[config.mk]
export PLATFORM = sky130hd
export DESIGN_NAME = icache_tag_sram_ctrl
export DESIGN_NICKNAME = d
export VERILOG_FILES = /design/src/rtl/icache_tag_sram_ctrl.sv
export SDC_FILE = /design/constraint.sdc
export NUM_CORES = 1
export LEC_CHECK = 0
export ABC_AREA = 1
export BUFFER_PORTS_ARGS = -buffer_cell sky130_fd_sc_hd__buf_2
export CELL_PAD_IN_SITES_DETAIL_PLACEMENT = 1
export CELL_PAD_IN_SITES_GLOBAL_PLACEMENT = 1
export CORE_MARGIN = 2
export CORE_UTILIZATION = 28
export DETAILED_ROUTE_END_ITERATION = 10
export PLACE_DENSITY = 0.82
export SLEW_MARGIN = 0
export SYNTH_ARGS = -nofsm -noshare
export SYNTH_HDL_FRONTEND = slang
export SYNTH_SLANG_ARGS = --single-unit
[constraint.sdc]
create_clock -name clk_i -period 1.5 [get_ports clk_i]
set_input_delay 0.225 -clock clk_i [delete_from_list [all_inputs] [get_ports clk_i]]
set_output_delay 0.225 -clock clk_i [all_outputs]
set_load 0.005 [all_outputs]
[src/rtl/icache_tag_sram_ctrl.sv]
// Tag SRAM controller: runs an invalidate sweep after reset or flush, then arbitrates refill writes and lookups.
// A granted lookup returns its hit one cycle later. Grants are combinational, un-granted requesters hold their request, and results cannot be stalled.
module icache_tag_sram_ctrl #(
  parameter int NumWords  = 64,
  parameter int DataWidth = 8,
  localparam int AW = $clog2(NumWords),
  localparam int TW = DataWidth - 1,
  localparam int BW = (DataWidth + 7) / 8
) (
  input  logic                 clk_i,
  input  logic                 rst_i,
  input  logic                 flush_req_i,
  output logic                 busy_o,
  input  logic                 lookup_req_i,
  output logic                 lookup_gnt_o,
  input  logic [AW-1:0]        lookup_addr_i,
  input  logic [TW-1:0]        lookup_tag_i,
  output logic                 lookup_rvalid_o,
  output logic                 lookup_hit_o,
  input  logic                 refill_req_i,
  output logic                 refill_gnt_o,
  input  logic [AW-1:0]        refill_addr_i,
  input  logic [TW-1:0]        refill_tag_i,
  output logic                 sram_req_o,
  output logic                 sram_we_o,
  output logic [AW-1:0]        sram_addr_o,
  output logic [DataWidth-1:0] sram_wdata_o,
  output logic [BW-1:0]        sram_be_o,
  input  logic [DataWidth-1:0] sram_rdata_i
);

  localparam logic [AW-1:0] LastAddr = AW'(NumWords - 1);

  typedef enum logic {ST_FLUSH, ST_IDLE} state_e;

  state_e        state_q, state_d;
  logic [AW-1:0] cnt_q, cnt_d;
  logic          rvalid_q;
  logic [TW-1:0] tag_q;

  always_ff @(posedge clk_i) begin
    if (rst_i) begin
      state_q <= ST_FLUSH;
      cnt_q   <= '0;
    end else begin
      state_q <= state_d;
      cnt_q   <= cnt_d;
    end
  end

  // The sweep stops on the last entry instead of wrapping.
  always_comb begin
    state_d = state_q;
    cnt_d   = cnt_q;
    case (state_q)
      ST_FLUSH: begin
        if (cnt_q == LastAddr) state_d = ST_IDLE;
        else                   cnt_d   = cnt_q + AW'(1);
      end
      ST_IDLE: begin
        if (flush_req_i) begin
          state_d = ST_FLUSH;
          cnt_d   = '0;
        end
      end
      default: state_d = ST_FLUSH;
    endcase
  end

  always_comb begin
    lookup_gnt_o = 1'b0;
    refill_gnt_o = 1'b0;
    sram_req_o   = 1'b0;
    sram_we_o    = 1'b0;
    sram_addr_o  = '0;
    sram_wdata_o = '0;
    if (!rst_i) begin
      case (state_q)
        ST_FLUSH: begin
          sram_req_o  = 1'b1;
          sram_we_o   = 1'b1;
          sram_addr_o = cnt_q;
        end
        ST_IDLE: begin
          if (!flush_req_i) begin
            if (refill_req_i) begin
              refill_gnt_o = 1'b1;
              sram_req_o   = 1'b1;
              sram_we_o    = 1'b1;
              sram_addr_o  = refill_addr_i;
              sram_wdata_o = {1'b1, refill_tag_i};
            end else if (lookup_req_i) begin
              lookup_gnt_o = 1'b1;
              sram_req_o   = 1'b1;
              sram_addr_o  = lookup_addr_i;
            end
          end
        end
        default: ;
      endcase
    end
  end

  // The tag is held alongside the in-flight read so the compare lines up with rdata.
  always_ff @(posedge clk_i) begin
    if (rst_i) begin
      rvalid_q <= 1'b0;
      tag_q    <= '0;
    end else begin
      rvalid_q <= lookup_gnt_o;
      if (lookup_gnt_o) tag_q <= lookup_tag_i;
    end
  end

  assign sram_be_o       = {BW{sram_req_o}};
  assign busy_o          = rst_i | (state_q == ST_FLUSH);
  assign lookup_rvalid_o = rvalid_q & ~rst_i;
  assign lookup_hit_o    = lookup_rvalid_o & sram_rdata_i[DataWidth-1] &
                           (sram_rdata_i[TW-1:0] == tag_q);

endmodule

==> results_dict.tcl <==
set metrics [dict create \
    wl_per_cell_um 11.8 \
    cts.reportedPaths.clkPinSlew_ps 90 \
    path_cells "nand2_8, nor3_4, nand2_2, clkinv_4, nand2_2, o21ai_1, buf_2" \
    hold_viol_final 0 \
    synth.distinct_cells 26 \
    die_y_um 64.3 \
    post-place-ws_ps 10.2 \
    power.total_mw 0.772 \
    post-route-min-period_ps 1550 \
    synth_enable_flop_cells 0 \
    p_comb_frac 0.173 \
    synth_area_leaders "dfxtp_1 (30%), inv_1 (11%), nand2_1 (8.1%), o21ai_0 (6.9%), nor2_1 (6.3%)" \
    fin_area_um2 1480 \
    leakagePower_nw 0.807 \
    maxSlewViolCount 0 \
    synth-main-ff-cell "dfxtp_1" \
    slew_headroom 0.757 \
    drive_gt1_frac 0.456 \
    cp.required_ps 1270 \
    grt_max_degree 15 \
    cp_top_family "flip-flops" \
    instances_no_fill 263 \
    grt.total_usage 0.153 \
    grt-ovfl-total 0 \
    cts_max_path_buffers 2 \
    grt_pass1_wl_um 5040 \
    worstMarginPinSlew_ps 364 \
    cts_made_buffers 3 \
    grt_pass1_vias 1148 \
    synth-warning-count 0 \
    routabilityCongestion 0.830 \
    dieArea_um2 4130 \
    synth_seq_cells 15 \
    routed_wl_um 3100 \
    port_buffers 60 \
    cp-start-kind "register" \
    start_util 0.298 \
    arrival_ps 1320 \
    finalSetupViolations 8 \
    clkPwrFrac 0.294 \
    syn_nets 189 \
    worst_hold_slack_ps 170 \
    drc 0 \
    clkLatencyLatePin_ps 270 \
    fin_nets 258 \
    finClkSkew_ps 1.30 \
    cp_slowest_cell "dfxtp_4" \
    power_switching_mw 0.199 \
    hold_path_class "input port to register" \
    path_class "register to output port" \
    syn_avg_cell_area_um2 6.83 \
    drt_first_iter_violations 26 \
    n_antenna_cell 0 \
    worstPathBufferInverterCount 2 \
    viasPerCell 4.47 \
    synth_area_um2 1020 \
    setup_ws_ps -45.6 \
    swShare 0.258 \
    dr.pass1.iters 4 \
    p_int_mw 0.573 \
    synth_most_common_cell "inv_1" \
    detailed_place_hpwl_um 2510 \
    ant_nets 0 \
    ys_seq_area_frac 0.295 \
    core-area_um2 3420 \
    fin_util 0.433 \
    max_cap_viol_count 0 \
    fin_setup_tns_ps -196 \
    synth_top_area_frac 0.295 \
    vias 1176 \
    dpl_cell_area_um2 1350 \
    vdd_ir_drop_max_uv 196 \
    num_rows 21 \
    p_seq_frac 0.533 \
    cts_max_level 1 \
    synth_common_cells "inv_1 (29), nand2_1 (22), nor2_1 (17)" \
    yosys.area.top_type "dfxtp_1" \
    numClockSinks 15 \
    ctsHoldBuffers 0 \
    antenna_found_initial 0 \
    outcome "finished with violations" \
    path_max_fanout 7 \
    crit_top_cell "nand2_2" \
    area_growth_pct 45.5 \
    max_stage_delay_ps 410 \
    dp_cells 253 \
    synthCells 149 \
    maxClockFrequency_ghz 0.647 \
    p_per_area_nw_per_um2 521 \
    tritoncts "yes" \
    die_w_um 64.3 \
    async_flop_share 0 \
    ios 61 \
    cp-end-kind "output port" \
    violations "setup timing" \
    cts_root_buf "clkbuf_4" \
    fin_crit_sh 1.03 \
    rsz0062_at_grt "true" \
    fillers 489 \
]
==> worst reg2reg max path, delay by kind of cell (launching register included) <==
| family | cells | cell delay (ps) |
|---|---|---|
| AOI/OAI and AO/OA | 1 | 180 |
| adders and majority gates | 1 | 190 |
| DFF | 1 | 400 |
| and+or+nand+nor | 4 | 500 |
==> cell usage in the layout (no fill, tap or decap), types with 7 or more instances in the layout <==
| master | netlist | layout |
|---|---|---|
| nand2_1 | 22 | 16 |
| o21ai_0 | 14 | 7 |
| a21oi_1 | 9 | 9 |
| buf_2 | 0 | 60 |
| nand2_2 | 1 | 7 |
| o21ai_1 | 3 | 7 |
| nor2_1 | 17 | 15 |
| buf_4 | 2 | 8 |
| dfxtp_1 | 15 | 14 |
| xnor2_1 | 7 | 7 |
| inv_1 | 29 | 26 |
==> routing by layer <==
layer	share of wire	GRT usage	vias up
met5	0	0	-
met4	0.0094	0.0585	0
met3	0.070	0.0317	2
met2	0.48	0.266	40
met1	0.44	0.183	528
li1	-	-	606
==> state kept, by name (all words and copies together), names as in the netlist <==
register	flops
cnt_q	6
rvalid_q	1
state_q	1
tag_q	7
==> final timing paths <==
check	start	slack (ps)	to	depth (start not counted)
setup / recovery	state_q	-50	sram_addr_o[4]	7
setup reg to reg	cnt_q[1]	130	cnt_q[2]	6
hold reg to reg	cnt_q[4]	490	cnt_q[4]	2
hold / removal	lookup_tag_i[1]	170	tag_q[1]	3
==> cells by family after synthesis <==
group                    share of synthesized area
AO/OA/AOI/OAI                                0.192
XOR/XNOR                                    0.0603
adder cells (fa/ha/maj)                     0.0123
buffers and inverters                        0.162
flip-flops                                   0.295
multiplexers                                0.0197
AND/OR/NAND/NOR                              0.258
==> layout make-up <==
class                           instances  area, um^2  share of cell area
Multi-Input combinational cell         97         593               0.401
Timing Repair Buffer                   69         372               0.251
Sequential cell                        15         304               0.205
Inverter                               32         128              0.0862
Tap cell                               46        57.6              0.0389
Clock buffer                            4        26.3              0.0178
==> power by group through the flow <==
stage / Clock (mW) / Combinational, mW / Sequential (mW)
after CTS: 0.241 / 0.132 / 0.411
after detailed placement: 0 / 0.128 / 0.422
final: 0.227 / 0.134 / 0.411
after floorplan: 0 / 0.0549 / 0.419
after global placement: 0 / 0.126 / 0.421
after global routing: 0.261 / 0.149 / 0.412
==> timing repair <==
item / CTS / global route
pin swaps: 4 / 3
endpoints found under the setup margin: 20 / 19
gates cloned: 0 / 0
setup buffers: 5 / 1
resized for setup: 15 / 14
Note: power is estimated with default switching activity, not from simulation.
